**config.mk**
```make
export PLATFORM = sky130hd
export DESIGN_NAME = regfile_read_arbiter_flat
export DESIGN_NICKNAME = d
export VERILOG_FILES = /design/src/rtl/regfile_read_arbiter_if.sv /design/src/rtl/regfile_read_arbiter.sv /design/src/flat_wrapper.sv
export SDC_FILE = /design/constraint.sdc
export NUM_CORES = 1
export LEC_CHECK = 0
export ABC_AREA = 1
export BUFFER_PORTS_ARGS = -buffer_cell sky130_fd_sc_hd__buf_2
export CORE_MARGIN = 2
export CORE_UTILIZATION = 54
export DETAILED_ROUTE_END_ITERATION = 12
export PLACE_DENSITY = 0.86
export SYNTH_ARGS = -nofsm -noshare
export SYNTH_HDL_FRONTEND = slang
export SYNTH_SLANG_ARGS = --single-unit
export TNS_END_PERCENT = 100
```
**constraint.sdc**
```tcl
create_clock -name clk -period 3.19 [get_ports clk]
set_input_delay 0.638 -clock clk [delete_from_list [all_inputs] [get_ports clk]]
set_output_delay 0.638 -clock clk [all_outputs]
set_load 0.02 [all_outputs]
```
**src/rtl/regfile_read_arbiter_if.sv**
```systemverilog
// Bundle between the three operand requesters, the 16-entry register file and the read arbiter.
// The arbiter side uses the slave modport; the requester/regfile side uses master.
interface regfile_read_arbiter_if #(
  parameter int DATA_W = 32,
  parameter int NREQ   = 3
);

  logic [NREQ-1:0]   req;
  logic [3:0]        addr0;
  logic [3:0]        addr1;
  logic [3:0]        addr2;
  logic              stall;
  logic [NREQ-1:0]   gnt;
  logic [3:0]        rf_sel;
  logic [DATA_W-1:0] rf_data;
  logic              wr_en;
  logic [3:0]        wr_addr;
  logic [DATA_W-1:0] wr_data;
  logic [DATA_W-1:0] rdata0;
  logic [DATA_W-1:0] rdata1;
  logic [DATA_W-1:0] rdata2;
  logic [NREQ-1:0]   rvalid;

  modport master (
    output req, addr0, addr1, addr2, stall, rf_data, wr_en, wr_addr, wr_data,
    input  gnt, rf_sel, rdata0, rdata1, rdata2, rvalid
  );

  modport slave (
    input  req, addr0, addr1, addr2, stall, rf_data, wr_en, wr_addr, wr_data,
    output gnt, rf_sel, rdata0, rdata1, rdata2, rvalid
  );

endinterface

```
**src/rtl/regfile_read_arbiter.sv**
```systemverilog
// Round-robin arbiter sharing one register-file read port among three operand requesters.
// Two stages: grant + rf_sel, then data return with write-to-read bypass.
module regfile_read_arbiter #(
  parameter int DATA_W = 32,
  parameter int NREQ   = 3
) (
  input logic                   clk,
  input logic                   rst_n,
  regfile_read_arbiter_if.slave bus
);

  logic [1:0]        rr_ptr;
  logic              s1_valid;
  logic [1:0]        s1_id;
  logic [NREQ-1:0]   gnt_q;
  logic [NREQ-1:0]   rvalid_q;
  logic [3:0]        rf_sel_q;
  logic [DATA_W-1:0] rdata_q [NREQ];

  logic [NREQ-1:0]   eligible;
  logic              grant_any;
  logic [1:0]        winner;
  logic [1:0]        cand;
  logic [3:0]        win_addr;
  logic [DATA_W-1:0] fwd;

  // Index k places after base, wrapping at three requesters.
  function automatic logic [1:0] rr_idx(input logic [1:0] base, input logic [1:0] k);
    logic [2:0] sum;
    sum = {1'b0, base} + {1'b0, k};
    if (sum >= 3'd3) sum = sum - 3'd3;
    return sum[1:0];
  endfunction

  function automatic logic [NREQ-1:0] onehot(input logic [1:0] id);
    return NREQ'(1) << id;
  endfunction

  // Scan from the farthest candidate back to rr_ptr so the nearest eligible one wins.
  always_comb begin
    eligible  = bus.req & {NREQ{~bus.stall}};
    grant_any = 1'b0;
    winner    = 2'd0;
    cand      = 2'd0;
    for (int k = NREQ - 1; k >= 0; k--) begin
      cand = rr_idx(rr_ptr, 2'(k));
      if (eligible[cand]) begin
        grant_any = 1'b1;
        winner    = cand;
      end
    end
  end

  always_comb begin
    win_addr = bus.addr2;
    case (winner)
      2'd0:    win_addr = bus.addr0;
      2'd1:    win_addr = bus.addr1;
      default: win_addr = bus.addr2;
    endcase
  end

  // A write landing on the register being read this cycle must be seen by the reader.
  assign fwd = (bus.wr_en && (bus.wr_addr == rf_sel_q)) ? bus.wr_data : bus.rf_data;

  always_ff @(posedge clk or negedge rst_n) begin
    if (!rst_n) begin
      rr_ptr   <= 2'd0;
      s1_valid <= 1'b0;
      s1_id    <= 2'd0;
      gnt_q    <= '0;
      rf_sel_q <= 4'd0;
    end else if (grant_any) begin
      rf_sel_q <= win_addr;
      s1_id    <= winner;
      s1_valid <= 1'b1;
      gnt_q    <= onehot(winner);
      rr_ptr   <= rr_idx(winner, 2'd1);
    end else begin
      gnt_q    <= '0;
      s1_valid <= 1'b0;
    end
  end

  always_ff @(posedge clk or negedge rst_n) begin
    if (!rst_n) begin
      rvalid_q <= '0;
      for (int i = 0; i < NREQ; i++) rdata_q[i] <= '0;
    end else begin
      rvalid_q <= s1_valid ? onehot(s1_id) : '0;
      if (s1_valid) rdata_q[s1_id] <= fwd;
    end
  end

  assign bus.gnt    = gnt_q;
  assign bus.rvalid = rvalid_q;
  assign bus.rf_sel = rf_sel_q;
  assign bus.rdata0 = rdata_q[0];
  assign bus.rdata1 = rdata_q[1];
  assign bus.rdata2 = rdata_q[2];

endmodule

```
**src/flat_wrapper.sv**
```systemverilog
// flat-port wrapper written by rule: the top's interface ports become plain ports
module regfile_read_arbiter_flat 
#(
  parameter int DATA_W = 32,
  parameter int NREQ   = 3
)
  (clk, rst_n, bus_req, bus_addr0, bus_addr1, bus_addr2, bus_stall, bus_rf_data, bus_wr_en, bus_wr_addr, bus_wr_data, bus_gnt, bus_rf_sel, bus_rdata0, bus_rdata1, bus_rdata2, bus_rvalid);
  regfile_read_arbiter_if #(.DATA_W(DATA_W), .NREQ(NREQ)) bus_i ();
  input logic clk;
  input logic rst_n;
  input wire logic [$bits(bus_i.req)-1:0] bus_req;
  input wire logic [$bits(bus_i.addr0)-1:0] bus_addr0;
  input wire logic [$bits(bus_i.addr1)-1:0] bus_addr1;
  input wire logic [$bits(bus_i.addr2)-1:0] bus_addr2;
  input wire logic [$bits(bus_i.stall)-1:0] bus_stall;
  input wire logic [$bits(bus_i.rf_data)-1:0] bus_rf_data;
  input wire logic [$bits(bus_i.wr_en)-1:0] bus_wr_en;
  input wire logic [$bits(bus_i.wr_addr)-1:0] bus_wr_addr;
  input wire logic [$bits(bus_i.wr_data)-1:0] bus_wr_data;
  output wire logic [$bits(bus_i.gnt)-1:0] bus_gnt;
  output wire logic [$bits(bus_i.rf_sel)-1:0] bus_rf_sel;
  output wire logic [$bits(bus_i.rdata0)-1:0] bus_rdata0;
  output wire logic [$bits(bus_i.rdata1)-1:0] bus_rdata1;
  output wire logic [$bits(bus_i.rdata2)-1:0] bus_rdata2;
  output wire logic [$bits(bus_i.rvalid)-1:0] bus_rvalid;
  assign bus_i.req = bus_req;
  assign bus_i.addr0 = bus_addr0;
  assign bus_i.addr1 = bus_addr1;
  assign bus_i.addr2 = bus_addr2;
  assign bus_i.stall = bus_stall;
  assign bus_i.rf_data = bus_rf_data;
  assign bus_i.wr_en = bus_wr_en;
  assign bus_i.wr_addr = bus_wr_addr;
  assign bus_i.wr_data = bus_wr_data;
  assign bus_gnt = bus_i.gnt;
  assign bus_rf_sel = bus_i.rf_sel;
  assign bus_rdata0 = bus_i.rdata0;
  assign bus_rdata1 = bus_i.rdata1;
  assign bus_rdata2 = bus_i.rdata2;
  assign bus_rvalid = bus_i.rvalid;
  regfile_read_arbiter #(.DATA_W(DATA_W), .NREQ(NREQ)) u_core (.clk(clk), .rst_n(rst_n), .bus(bus_i));
endmodule
```
Yosys cells after proc, flatten, opt, wreduce, memory -nomap -nowiden
Cells that the tools add are included.
{"block": "op_classes", "add_sub_neg": 7, "multipliers": 0, "div": 0, "n_lt_le_gt_ge": 9, "n_eq_ne": 2, "shifts": 2, "mux": 24, "bitwise_logic": 3, "reduce_logical": 3}
{"cell": "bitwise mux 96 bit", "count": 1}
{"cell": "demux 32 bit (select 2 bit)", "count": 1}
{"cell": "2-to-1 mux 32 bit", "count": 2}
{"cell": "2-to-1 mux 2 bit", "count": 7}
{"cell": ">= comparator 3 x 2 -> 1 bit, second input constant", "count": 3}
{"cell": "less-than comparator 2 x 3 -> 1 bit, second input constant", "count": 3}
{"cell": "case mux 4 bit (2 select lines)", "count": 1}
{"cell": "subtractor 2 bit, second input constant", "count": 4}
{"cell": "2-to-1 mux 1 bit", "count": 7}
{"cell": "adder 2 x 1 -> 3 bit, second input constant", "count": 2}
{"cell": "binary-select mux 1 bit (select 2 bit)", "count": 3}
{"cell": "2-to-1 mux 3 bit", "count": 2}
{"cell": "left shift 1 x 2 -> 3 bit, first input constant", "count": 2}
{"cell": "equality test 4 bit", "count": 1}
{"cell": "adder 2 x 2 -> 3 bit, second input constant", "count": 1}
{"cell": "bitwise AND 3 bit", "count": 1}
{"cell": ">= comparator 3 bit, second input constant", "count": 1}
{"cell": "less-than comparator 3 x 1 -> 1 bit, second input constant", "count": 1}
{"cell": "NOT 2 -> 3 bit", "count": 1}
{"cell": "equality test 2 x 1 -> 1 bit, second input constant", "count": 1}
{"cell": ">= comparator 2 bit, second input constant", "count": 1}
{"cell": "logical AND 1 bit", "count": 2}
{"cell": "zero test 2 bit", "count": 1}
{"cell": "NOT 1 bit", "count": 1}
{"block": "totals", "reg_bits": 111, "latch_bits": 0, "mem_bits_rw": 0, "rom_bits": 0, "inputBits": 87, "output_inout_bits": 106, "word_cells": 59, "n_memories": 0}

Depth between registers and ports, before layout
Gate-level depths: netlist of the first run.
{"block": "depth", "depth_word": 11, "depth_mapped": 16, "depth_no_buf": 16}

Worst setup path before layout of the first run
Ideal clock, no wire load.
{"block": "synth_timing", "path_kind": "input to register", "startpoint": "in bus_stall", "endpoint": "reg u_core.rf_sel_q[0], in the netlist u_core.bus.rf_sel[0]", "setup_time_ns": 0.117, "t_arrival_ns": 1.864, "t_required_ns": 3.073, "slack_ns": 1.209, "stages": 15, "n_path_buf": 0, "path_cell_list": "inv_1 > nand2_1 > inv_1 > nand3_1 > nand2_1 > inv_1 > nand2_1 > nand2_1 > inv_1 > ha_1 > inv_1 > nand3_1 > nand3_1 > nand2_1 > nand2_1"}
{"block": "synth_between", "elab_chain_len": 9, "word_cells_on_any_way": 17, "cone_classes": "1 x eq/ne; 13 x mux; 2 x bitwise; 1 x reduce/logical"}
{"element": "start: declaration", "line": "flat_wrapper.sv:15", "text": "input wire logic [$bits(bus_i.stall)-1:0] bus_stall;"}
{"element": "NOT 1 bit (*)", "line": "regfile_read_arbiter.sv:41", "text": "eligible = bus.req & {NREQ{~bus.stall}};"}
{"element": "bitwise AND 3 bit (*)", "line": "regfile_read_arbiter.sv:41"}
{"element": "binary-select mux 1 bit (select 2 bit)", "line": "regfile_read_arbiter.sv:47", "text": "if (eligible[cand]) begin"}
{"element": "2-to-1 mux 1 bit (not written as such)", "line": "regfile_read_arbiter.sv:47"}
{"element": "2-to-1 mux 2 bit (2 in series)", "line": "regfile_read_arbiter.sv:47"}
{"element": "2-to-1 mux 2 bit (*)", "line": "regfile_read_arbiter.sv:47"}
{"element": "via u_core.winner[0]", "line": "regfile_read_arbiter.sv:22", "text": "logic [1:0] winner;"}
{"element": "equality test 2 x 1 -> 1 bit or zero test 2 bit (tied branches)", "line": "regfile_read_arbiter.sv:56", "text": "case (winner)"}
{"element": "case mux 4 bit (2 select lines) (*)", "line": "regfile_read_arbiter.sv:56"}
{"element": "end signal: assignment", "line": "regfile_read_arbiter.sv:74", "text": "rf_sel_q <= win_addr;"}
{"element": "end: declaration", "line": "regfile_read_arbiter.sv:17", "text": "logic [3:0] rf_sel_q;"}
Mark *: on every way through the listed nets, which the timed path passes. The rest lies on a longest branch. The select of a mux whose other input is x is not followed.
A chain may end at the register's enable or synchronous reset.

Worst setup path after layout of the first run
{"block": "layout_timing", "startpoint": "reg u_core.rr_ptr[0]", "endpoint": "reg u_core.rf_sel_q[3], in the netlist u_core.bus.rf_sel[3]"}
{"block": "layout_between", "elab_chain_len": 10, "word_cells_on_any_way": 26, "cone_classes": "5 x add/sub; 3 x order compare; 1 x eq/ne; 16 x mux; 1 x reduce/logical"}
{"element": "start: declaration", "line": "regfile_read_arbiter.sv:12", "text": "logic [1:0] rr_ptr;"}
{"element": "start signal: assignment", "line": "regfile_read_arbiter.sv:78", "text": "rr_ptr <= rr_idx(winner, 2'd1);"}
{"element": "adder 2 x 2 -> 3 bit", "line": "regfile_read_arbiter.sv:30", "text": "sum = {1'b0, base} + {1'b0, k};"}
{"element": ">= comparator 3 x 2 -> 1 bit or subtractor 2 bit (tied branches)", "line": "regfile_read_arbiter.sv:31", "text": "if (sum >= 3'd3) sum = sum - 3'd3;"}
{"element": "2-to-1 mux 2 bit", "line": "regfile_read_arbiter.sv:31"}
{"element": "binary-select mux 1 bit (select 2 bit)", "line": "regfile_read_arbiter.sv:47"}
{"element": "2-to-1 mux 1 bit (not written as such)", "line": "regfile_read_arbiter.sv:47"}
{"element": "2-to-1 mux 2 bit (2 in series)", "line": "regfile_read_arbiter.sv:47"}
{"element": "2-to-1 mux 2 bit (*)", "line": "regfile_read_arbiter.sv:47"}
{"element": "via u_core.winner[1]", "line": "regfile_read_arbiter.sv:22"}
{"element": "equality test 2 x 1 -> 1 bit or zero test 2 bit (tied branches)", "line": "regfile_read_arbiter.sv:56"}
{"element": "case mux 4 bit (2 select lines) (*)", "line": "regfile_read_arbiter.sv:56"}
Marks and branches as above.

==> out/results.tsv, run 1 <==
stage	metric	value	unit
place	Placed Area	6390	um2
clocking	Worst-Skew Late Latency	350	ps
grt	initial antenna violation count	0	
sta	Worst Tran Pin Value	806	ps
setup_path	crit path to	u_core.bus.rf_sel[3]$_DFFE_PN0P_	
setup_path	R2R cell count	16	
setup_path	crit path kind	reg -> reg	
setup_path	delay-heaviest family, CP	simple AND/OR/NAND/NOR gates	
final_layout	commonest non-fill, non-tap cells in the layout	nand2_1 (265), buf_2 (191), nand3_1 (118)	
synthesis	ranking of synthesized cells by area	dfrtp_1 (51%), nand2_1 (18%), nand3_1 (11%)	
pwr	Peak supply drop	0.000755	V
sta	Final Hold Viols	0	
place	RD Place Congestion	0.864	
setup_path	Crit. Startpoint	u_core.rr_ptr[0]$_DFFE_PN0P_	
setup_path	crit path max-delay cell type	dfrtp_1	
setup_path	WP buf/inv	4	
clocking	number of H-tree levels	3	
final_layout	ANT cells	0	
setup_path	CP arrival	2490	ps
synthesis	cell taking the most area after synthesis	dfrtp_1	
grt	largest net degree at the start of global routing	58	
sta	Max Clock Freq	0.447	GHz
setup_path	CP max stage delay	390	ps
final_layout	layout cells sized above 1	0.269	
floorplanning	Die X	104	um
floorplanning	Core ar.	9730	um2
place	Cells after DPL	980	
synthesis	synth unique cells	23	
setup_path	CP most frequent cell	nand2_1	
setup_path	Startpoint Class	flip-flop	
synthesis	Synth Net Count	770	
routing	number of detailed-route iterations in the first pass	5	
min_path	worst hold path type	in -> async	
final_layout	most common cell after layout, fill and taps aside	nand2_1	
setup_path	Worst Path Max Fanout	5	
routing	routed vias/inst	5.22	
pwr	total power draw	7.13	mW
sta	Final Skew	11.8	ps
setup_path	CP required	3450	ps
routing	final WL	14.6	mm
routing	routed len/inst	14.6	um
setup_path	Worst setup EP type	flip-flop	
floorplanning	IO Pins	193	
synthesis	yosys warns	0	
sta	final setup fails	0	
grt	global-route wire length before repair	24.0	mm
final_layout	NumNets Final	952	
sta	Setup TNS	0	ps
pwr	Sw Share	0.496	
routing	DR iter-0 viols	382	
pwr	power per cell area	1080	nW/um2
pwr	Internal	3.59	mW
final_layout	post-route cell area	6580	um2
synthesis	Mapped Area	5400	um2
clocking	clock buffer count from CTS	9	
grt	vias in the first global route	5022	
synthesis	Yosys top cell area share	0.515	
final_layout	fillers	849	
clocking	TritonCTS Sinks	111	
pwr	Logic pwr share	0.535	
run_status	status	completed	
floorplanning	Die Y	104	um
pwr	Clk network pwr share	0.114	
final_layout	area delta synth->final	21.9	%
routing	DRC	0	
grt	GRT Residual Overflow	0	
sta	count of pins over their slew limit	0	
synthesis	Seq/Total Area, Yosys	0.515	
clocking	post-CTS setup buffer count	0	
synthesis	Mean Syn Cell Area	7.98	um2
place	I/O Buffers	192	
synthesis	Mapped Cells	676	
setup_path	Reg2Reg Setup Slack	950	ps
clocking	clock-pin slew on the worst setup and hold paths	110	ps
sta	final period utilization	0.701	
clocking	CTS tree	yes	
sta	Period minus WS final	2240	ps
setup_path	reg2reg start	u_core.rr_ptr[0]$_DFFE_PN0P_	
sta	unrepaired setup endpoints after global routing	false	
setup_path	reg2reg end	u_core.bus.rf_sel[3]$_DFFE_PN0P_	
floorplanning	Initial Util	0.555	
clocking	Clock Path Buffers	2	
pwr	Net Sw Power	3.54	mW
floorplanning	Die Area	10800	um2
setup_path	Stages on worst setup path	16	
synthesis	Yosys reg bits	111	
sta	worst rel slew slack	0.461	
setup_path	critical-path cell list	inv_1 -> ha_1 -> inv_1 -> nand2_1 -> nand3_2 -> nand2_1 -> nand2_1 -> nand2_1 -> nand2_1 -> inv_1 -> ha_1 -> inv_1 -> nand3_1 -> nand3_1 -> nand2_1 -> nand2_1	
final_layout	post-route insts no fill	996	
pwr	leak pwr	3.96	nW
flow_run	max cap viols	0	
routing	vias post-DR	5200	
place	dpl hpwl	9.92	mm
clocking	root buffer cell	clkbuf_8	
clocking	Hold Buf Count CTS	0	
routing	Routed Antenna Nets	0	
clocking	Resize count post-CTS	0	
grt	gr usage total	0.273	
pwr	sequential share of power	0.351	
floorplanning	Rows	36	
## state kept, by name, summed over array words and instances (netlist names)
name / cells
u_core.s1_valid: 1
u_core.s1_id: 2
u_core.bus.gnt: 3
u_core.bus.rvalid: 3
u_core.rr_ptr: 2
u_core.bus.rdata2: 32
u_core.bus.rdata0: 32
u_core.bus.rdata1: 32
u_core.bus.rf_sel: 4
## worst register-to-register path, cell delays in order, from the launching register on
cell,delay [ps]
dfrtp_1,390
inv_1,70
ha_1,350
inv_1,110
nand2_1,100
nand3_2,90
nand2_1,70
nand2_1,40
nand2_1,50
nand2_1,60
inv_1,120
ha_1,270
inv_1,130
nand3_1,110
nand3_1,70
nand2_1,70
nand2_1,50
## cells by family (layout without fill, tap and decap cells)
kind of cell,Yosys count,count (layout),synth area share
simple gates,433,433,0.358
buf+inv,120,307,0.105
flops,111,111,0.515
fa+ha+maj,7,7,0.0162
compound gates,4,4,0.00417
xor+xnor,1,1,0.00162
## worst min-delay path by stage
stage                                                    to  slack, ps  cells past startpoint
after floorplan                 u_core.bus.gnt[0]$_DFF_PN0_        340                      0
after global placement    u_core.bus.rdata1[25]$_DFFE_PN0P_        460                      2
after detailed placement  u_core.bus.rdata1[26]$_DFFE_PN0P_        460                      2
after CTS                 u_core.bus.rdata0[19]$_DFFE_PN0P_        340                      1
after global routing      u_core.bus.rdata1[19]$_DFFE_PN0P_        360                      1
final                     u_core.bus.rdata0[19]$_DFFE_PN0P_        310                      1
## layout make-up
type                            instances  area, um2  area share
Timing Repair Buffer                  201       1040       0.159
Inverter                               90        343      0.0521
Sequential cell                       111       2780       0.422
Tap cell                              133        166      0.0253
Multi-Input combinational cell        445       2060       0.313
Clock inverter                          5       47.5     0.00723
Clock buffer                           11        141      0.0215
## power by group through the flow
| stage | clock network, mW | logic (mW) | registers [mW] |
|---|---|---|---|
| floorplan | 0 | 1.79 | 3.30 |
| global placement | 0 | 3.72 | 2.52 |
| detailed placement | 0 | 3.81 | 2.51 |
| CTS | 0.839 | 3.82 | 2.50 |
| global route | 0.903 | 4.20 | 2.58 |
| finish | 0.816 | 3.81 | 2.50 |
## layer usage
layer | wire (um) | GRT usage
met3 | 1130 | 0.0426
met4 | 405 | 0.0994
met2 | 6810 | 0.438
met1 | 6210 | 0.378
met5 | 0 | 0
## Yosys cell counts, drive strengths merged
master / n
inv: 90
clkbuf: 1
nand3b: 1
nand2: 267
nor3: 6
xor2: 1
dfrtp: 111
ha: 7
nor2: 7
nand4: 32
nand3: 120
buf: 29
o21ai: 3
o211ai: 1
## through the flow
| stage | worst slack, ps | utilization | hold slack, ps |
|---|---|---|---|
| after floorplan | 1210 | - | 342 |
| after global placement | 970 | 0.657 | 458 |
| after detailed placement | 883 | 0.657 | 460 |
| after CTS | 975 | 0.676 | 339 |
| after global routing | 685 | 0.676 | 365 |
| final | 954 | 0.676 | 308 |
Power figures use the tool's default switching activity.
==> run 2, diff against run 1 <==
--- a/config.mk
+++ b/config.mk
@@ -8,9 +8,9 @@
 export ABC_AREA = 1
 export BUFFER_PORTS_ARGS = -buffer_cell sky130_fd_sc_hd__buf_2
 export CORE_MARGIN = 2
-export CORE_UTILIZATION = 54
+export CORE_UTILIZATION = 45
 export DETAILED_ROUTE_END_ITERATION = 12
-export PLACE_DENSITY = 0.86
+export PLACE_DENSITY = 0.76
 export SYNTH_ARGS = -nofsm -noshare
 export SYNTH_HDL_FRONTEND = slang
 export SYNTH_SLANG_ARGS = --single-unit
==> constraint.sdc (replaced) <==
create_clock -name clk -period 2.05 [get_ports clk]
set_input_delay 0.41 -clock clk [delete_from_list [all_inputs] [get_ports clk]]
set_output_delay 0.41 -clock clk [all_outputs]
set_load 0.02 [all_outputs]
==> out/results.tsv, run 2 (synthesis gave the netlist of run 1 again) <==
stage	metric	value	unit	change
setup_path	critical-path cell list	inv_2 -> ha_4 -> inv_6 -> nor3_4 -> nand2_1 -> nand2_1 -> nand2_1 -> nand2_2 -> inv_4 -> buf_4 -> buf_4 -> ha_2 -> nand2_1 -> nand2_1		
clocking	root buffer cell	clkbuf_16		
floorplanning	IO Pins	193		unchanged
setup_path	WP buf/inv	5		+1
sta	Final Skew	7.03	ps	-4.74 ps
final_layout	register area	2780	um2	unchanged
routing	DR iter-0 viols	454		+19%
final_layout	most common cell after layout, fill and taps aside	nand2_1		
sta	Max Clock Freq	0.501	GHz	+12%
final_layout	ANT cells	0		unchanged
setup_path	delay-heaviest family, CP	simple AND/OR/NAND/NOR gates		
sta	Period minus WS final	2000	ps	-241 ps
setup_path	CP arrival	2230	ps	-260 ps
setup_path	Worst setup EP type	flip-flop		
setup_path	crit path kind	reg -> reg		
routing	final WL	15.6	mm	+7.5%
grt	global-route wire length before repair	24.3	mm	+1.4%
place	I/O Buffers	192		unchanged
place	RD Place Congestion	0.845		-2.1%
floorplanning	Core ar.	11600	um2	+19%
grt	vias in the first global route	4969		-1.1%
clocking	TritonCTS Sinks	111		unchanged
setup_path	Worst Path Max Fanout	5		unchanged
sta	post-route setup slack	54.8	ps	-899 ps
routing	number of detailed-route iterations in the first pass	5		unchanged
grt	gr usage total	0.239		-0.0345
routing	Routed Antenna Nets	0		unchanged
clocking	Hold Buf Count CTS	0		unchanged
final_layout	area delta synth->final	30.0	%	
place	worst slack, placed	-146	ps	-1030 ps
floorplanning	Rows	39		+8.3%
final_layout	layout cells sized above 1	0.313		+0.0445
sta	Final Hold Viols	0		unchanged
clocking	clock-pin slew on the worst setup and hold paths	80	ps	-30 ps
floorplanning	Die Y	113	um	+9.2%
floorplanning	Die Area	12900	um2	+19%
final_layout	fillers	1042		+23%
setup_path	Startpoint Class	flip-flop		
sta	Worst Tran Pin Value	641	ps	-165 ps
final_layout	commonest non-fill, non-tap cells in the layout	nand2_1 (261), buf_2 (191), nand3_1 (112)		
clocking	number of H-tree levels	3		unchanged
clocking	CTS tree	yes		
sta	hold slack	122	ps	-185 ps
grt	initial antenna violation count	0		unchanged
setup_path	CP required	2280	ps	-1170 ps
floorplanning	Die X	113	um	+9.2%
routing	vias post-DR	5280		+1.5%
clocking	Worst-Skew Late Latency	340	ps	about the same
pwr	Peak supply drop	0.000927	V	+23%
routing	routed vias/inst	5.16		-1.2%
setup_path	CP most frequent cell	nand2_1		
run_status	status	completed		
floorplanning	Initial Util	0.467		-0.0880
grt	largest net degree at the start of global routing	112		+93%
clocking	Clock Path Buffers	2		unchanged
sta	worst rel slew slack	0.572		+0.111
final_layout	area of the multi-input gates	2160	um2	+5.2%
setup_path	CP max stage delay	400	ps	about the same
place	dpl hpwl	10.6	mm	+6.6%
pwr	power per cell area	1770	nW/um2	+64%
grt	GRT Residual Overflow	0		unchanged
routing	routed len/inst	15.3	um	+4.5%
final_layout	NumNets Final	970		+1.9%
setup_path	crit path max-delay cell type	dfrtp_1		
clocking	clock buffer count from CTS	9		unchanged
min_path	worst hold path type	in -> async		
pwr	leak pwr	4.13	nW	+4.3%
flow_run	max cap viols	0		unchanged
sta	final period utilization	0.973		+0.272
sta	unrepaired setup endpoints after global routing	true		
routing	DRC	0		unchanged
sta	count of pins over their slew limit	0		unchanged
sta	final setup fails	0		unchanged
-- run 2: cell type report --
| cell class | instances | area share |
|---|---|---|
| flip-flops and latches | 111 | 0.396 |
| multi-input cells | 445 | 0.308 |
| repair buffers | 219 | 0.170 |
| inverters | 90 | 0.0503 |
| clock buffers | 9 | 0.0321 |
| well taps | 143 | 0.0255 |
| clock inverters | 7 | 0.0180 |
-- run 2: worst paths after layout --
check	start	endpoint	slack, ps	cells past startpoint
setup / recovery	u_core.rr_ptr[0]$_DFFE_PN0P_	u_core.rr_ptr[1]$_DFFE_PN0P_	50	14
hold / removal	rst_n	u_core.bus.rdata2[20]$_DFFE_PN0P_	120	2
setup reg to reg	u_core.rr_ptr[0]$_DFFE_PN0P_	u_core.rr_ptr[1]$_DFFE_PN0P_	50	14
hold reg to reg	u_core.bus.rdata1[17]$_DFFE_PN0P_	u_core.bus.rdata1[17]$_DFFE_PN0P_	480	2
max in group asynchronous	rst_n	u_core.rr_ptr[0]$_DFFE_PN0P_	1480	2
min in group clk	bus_addr0[3]	u_core.bus.rf_sel[3]$_DFFE_PN0P_	380	5
-- run 2: power by group --
part	switching, mW	total (mW)	internal (mW)	leakage (nW)
Clock	0.821	2.03	1.21	0.168
Sequential	0.636	3.92	3.29	1.36
Combinational	4.33	6.49	2.16	2.60
Total	5.79	12.4	6.65	4.13
-- run 2: worst reg2reg max path: stages (launching register included) --
cell	delay, ps
dfrtp_1	400
inv_2	70
ha_4	320
inv_6	50
nor3_4	170
nand2_1	60
nand2_1	70
nand2_1	70
nand2_2	100
inv_4	60
buf_4	120
buf_4	130
ha_2	160
nand2_1	60
nand2_1	50
-- run 2: stage by stage --
stage / total power [mW] / area (um2) / util / instances / setup TNS [ps]
floorplan: 7.92 / 5400 / - / 676 / 0
global placement: 9.89 / 6470 / 0.560 / 998 / -185
detailed placement: 10.0 / 6470 / 0.560 / 998 / -586
CTS: 12.2 / 6850 / 0.592 / 1015 / 0
global route: 13.3 / 7020 / 0.607 / 1024 / -271
finish: 12.4 / 7020 / 0.607 / 1024 / 0
-- run 2: what timing repair did --
item / CTS / global route
setup endpoints to repair: 5 / 9
gates resized for setup: 5 / 28
pin swaps: 0 / 14
buffers inserted: 1 / 9
-- run 2: layer usage --
metal,track usage,wire (um)
met2,0.383,7280
met1,0.331,6700
met3,0.0351,1260
met4,0.0878,406
met5,0,0
==> run 3, diff against run 2 <==
--- a/config.mk
+++ b/config.mk
@@ -6,11 +6,12 @@
 export NUM_CORES = 1
 export LEC_CHECK = 0
 export ABC_AREA = 1
-export BUFFER_PORTS_ARGS = -buffer_cell sky130_fd_sc_hd__buf_2
+export CORE_ASPECT_RATIO = 0.75
 export CORE_MARGIN = 2
-export CORE_UTILIZATION = 45
+export CORE_UTILIZATION = 57
 export DETAILED_ROUTE_END_ITERATION = 12
-export PLACE_DENSITY = 0.76
+export DONT_BUFFER_PORTS = 1
+export PLACE_DENSITY = 0.75
 export SYNTH_ARGS = -nofsm -noshare
 export SYNTH_HDL_FRONTEND = slang
 export SYNTH_SLANG_ARGS = --single-unit
==> constraint.sdc (replaced) <==
create_clock -name clk -period 2.05 [get_ports clk]
set_input_delay 0.41 -clock clk [delete_from_list [all_inputs] [get_ports clk]]
set_output_delay 0.41 -clock clk [all_outputs]
set_load 0.01 [all_outputs]
==> out/results.tsv, run 3 (synthesis gave the netlist of run 1 again) <==
stage	metric	value	unit	change
run_status	status	finished with violations		
run_status	failing checks	hold timing		
place	Cells after DPL	787		-21%
setup_path	Worst Path Max Fanout	5		unchanged
setup_path	CP most frequent cell	nand2_1		
floorplanning	Rows	30		-23%
setup_path	crit path kind	reg -> reg		
floorplanning	Die Area	10300	um2	-20%
clocking	TritonCTS Sinks	111		unchanged
place	I/O Buffers	0		-100%
clocking	Worst-Skew Late Latency	330	ps	about the same
grt	vias in the first global route	4456		-10%
final_layout	most common cell after layout, fill and taps aside	nand2_1		
grt	gr usage total	0.283		+0.0445
sta	Final Skew	4.32	ps	-2.71 ps
clocking	clock buffer count from CTS	9		unchanged
setup_path	crit path max-delay cell type	dfrtp_2		
place	Placed Area	5450	um2	-16%
routing	DR iter-0 viols	326		-28%
setup_path	Startpoint Class	flip-flop		
final_layout	fillers	804		-23%
grt	GRT Residual Overflow	0		unchanged
final_layout	NumNets Final	768		-21%
routing	vias post-DR	4637		-12%
pwr	total power draw	10.4	mW	-17%
clocking	root buffer cell	clkbuf_16		
grt	global-route wire length before repair	22.4	mm	-7.7%
routing	Routed Antenna Nets	0		unchanged
final_layout	post-route cell area	5900	um2	-16%
clocking	clock-pin slew on the worst setup and hold paths	70	ps	about the same
final_layout	area delta synth->final	9.42	%	
routing	DRC	0		unchanged
sta	count of pins over their slew limit	0		unchanged
pwr	power per cell area	1750	nW/um2	-1.1%
sta	hold slack	-235	ps	-357 ps
floorplanning	Core ar.	9120	um2	-21%
sta	Final Hold Viols	111		+111
pwr	Peak supply drop	0.00109	V	+17%
setup_path	Worst setup EP type	flip-flop		
final_layout	Core Util, Final	0.647		+0.0406
floorplanning	Initial Util	0.591		+0.125
final_layout	post-route insts no fill	807		-21%
sta	Period minus WS final	1960	ps	-37.8 ps
floorplanning	IO Pins	193		unchanged
routing	final WL	14.7	mm	-5.9%
floorplanning	Die Y	88.3	um	-22%
final_layout	commonest non-fill, non-tap cells in the layout	nand2_1 (261), nand3_1 (116), dfrtp_1 (110)		
sta	Setup TNS	0	ps	unchanged
place	dpl hpwl	9.72	mm	-8.1%
sta	worst rel slew slack	0.524		-0.0476
clocking	Clock Path Buffers	2		unchanged
setup_path	critical-path cell list	ha_4 -> inv_2 -> nor3_2 -> nand2_1 -> nand2_1 -> nand2_1 -> nand2_2 -> inv_4 -> ha_4 -> inv_2 -> nand3_1 -> nand3_1 -> nand2_1 -> nand2_1		
grt	largest net degree at the start of global routing	112		unchanged
routing	wire length on met3	1.59	mm	+26%
clocking	number of H-tree levels	3		unchanged
sta	final period utilization	0.955		-0.0184
routing	highest routed layer	met4		
floorplanning	Die X	116	um	+2.5%
setup_path	WP buf/inv	3		-2
clocking	CTS tree	yes		
setup_path	CP max stage delay	450	ps	+50 ps
routing	met2 WL	7.10	mm	-2.4%
setup_path	CP arrival	2230	ps	about the same
setup_path	delay-heaviest family, CP	simple AND/OR/NAND/NOR gates		
sta	Worst Tran Pin Value	713	ps	+71.3 ps
routing	Met1 Wirelength	5.82	mm	-13%
sta	Max Clock Freq	0.511	GHz	+1.9%
min_path	worst hold path type	in -> async		
routing	routed vias/inst	5.75		+11%
pwr	leak pwr	3.27	nW	-21%
place	RD Place Congestion	0.844		-0.11%
sta	final setup fails	0		unchanged
flow_run	max cap viols	0		unchanged
setup_path	CP required	2320	ps	+40 ps
routing	number of detailed-route iterations in the first pass	5		unchanged
final_layout	layout cells sized above 1	0.102		-0.212
grt	initial antenna violation count	0		unchanged
final_layout	ANT cells	0		unchanged
routing	routed len/inst	18.2	um	+19%
[run 3: cell types whose count changed in the layout (fill, tap and decap cells not counted), moves of 2 or more]
| cell | before | now |
|---|---|---|
| clkbuf_8 | 0 | 2 |
| buf_4 | 26 | 16 |
| buf_2 | 191 | 0 |
| inv_6 | 2 | 0 |
| nand3_1 | 112 | 116 |
| nand3_2 | 8 | 4 |
| ha_2 | 3 | 1 |
[run 3: worst reg2reg max path: stages (launching register included)]
cell,delay [ps]
dfrtp_2,450
ha_4,300
inv_2,60
nor3_2,180
nand2_1,80
nand2_1,60
nand2_1,70
nand2_2,100
inv_4,60
ha_4,170
inv_2,100
nand3_1,90
nand3_1,70
nand2_1,50
nand2_1,60
[run 3: layout make-up]
type                    count  area, um2  area share
repair buffers             17        140      0.0237
inverters                  90        350      0.0593
clock buffers              12        256      0.0435
well taps                 128        160      0.0271
clock inverters             4       77.6      0.0131
multi-input cells         445       2140       0.362
flip-flops and latches    111       2780       0.471
[run 3: per-layer routing]
layer / GRT usage / vias to the layer above
met4: 0.0779 / 0
met3: 0.0918 / 19
met1: 0.364 / 2248
met5: 0 / -
li1: - / 2128
met2: 0.466 / 242
[run 3: stage by stage]
stage | setup slack, ps | hold slack [ps]
after global placement | 3.43 | 117
after floorplan | 116 | 114
final | 92.6 | -235
after detailed placement | -134 | 117
after CTS | 8.25 | -243
after global routing | -7.95 | -259
[run 3: report_power, final]
group	leakage, nW	internal [mW]	switching (mW)
registers	1.36	3.29	1.36
logic	1.75	1.29	2.52
clock network	0.163	1.14	0.748
total	3.27	5.72	4.63
[run 3: timing repair]
item / in CTS / in global routing
endpoints found under the hold margin: 111 / 111
buffers inserted: 1 / 3
setup endpoints to repair: 4 / 6
pin swaps: 1 / 5
gates resized for setup: 11 / 17
[run 3: worst paths after layout]
check | startpoint | to | slack [ps] | cells past startpoint
max reg2reg | u_core.rr_ptr[1]$_DFFE_PN0P_ | u_core.bus.rf_sel[1]$_DFFE_PN0P_ | 90 | 14
max | u_core.rr_ptr[1]$_DFFE_PN0P_ | u_core.bus.rf_sel[1]$_DFFE_PN0P_ | 90 | 14
min reg2reg | u_core.bus.rdata0[19]$_DFFE_PN0P_ | u_core.bus.rdata0[19]$_DFFE_PN0P_ | 550 | 2
min | rst_n | u_core.bus.rdata1[19]$_DFFE_PN0P_ | -230 | 0
max in group asynchronous | rst_n | u_core.bus.rdata1[5]$_DFFE_PN0P_ | 2130 | 0
min in group clk | bus_addr1[2] | u_core.bus.rf_sel[2]$_DFFE_PN0P_ | 310 | 4
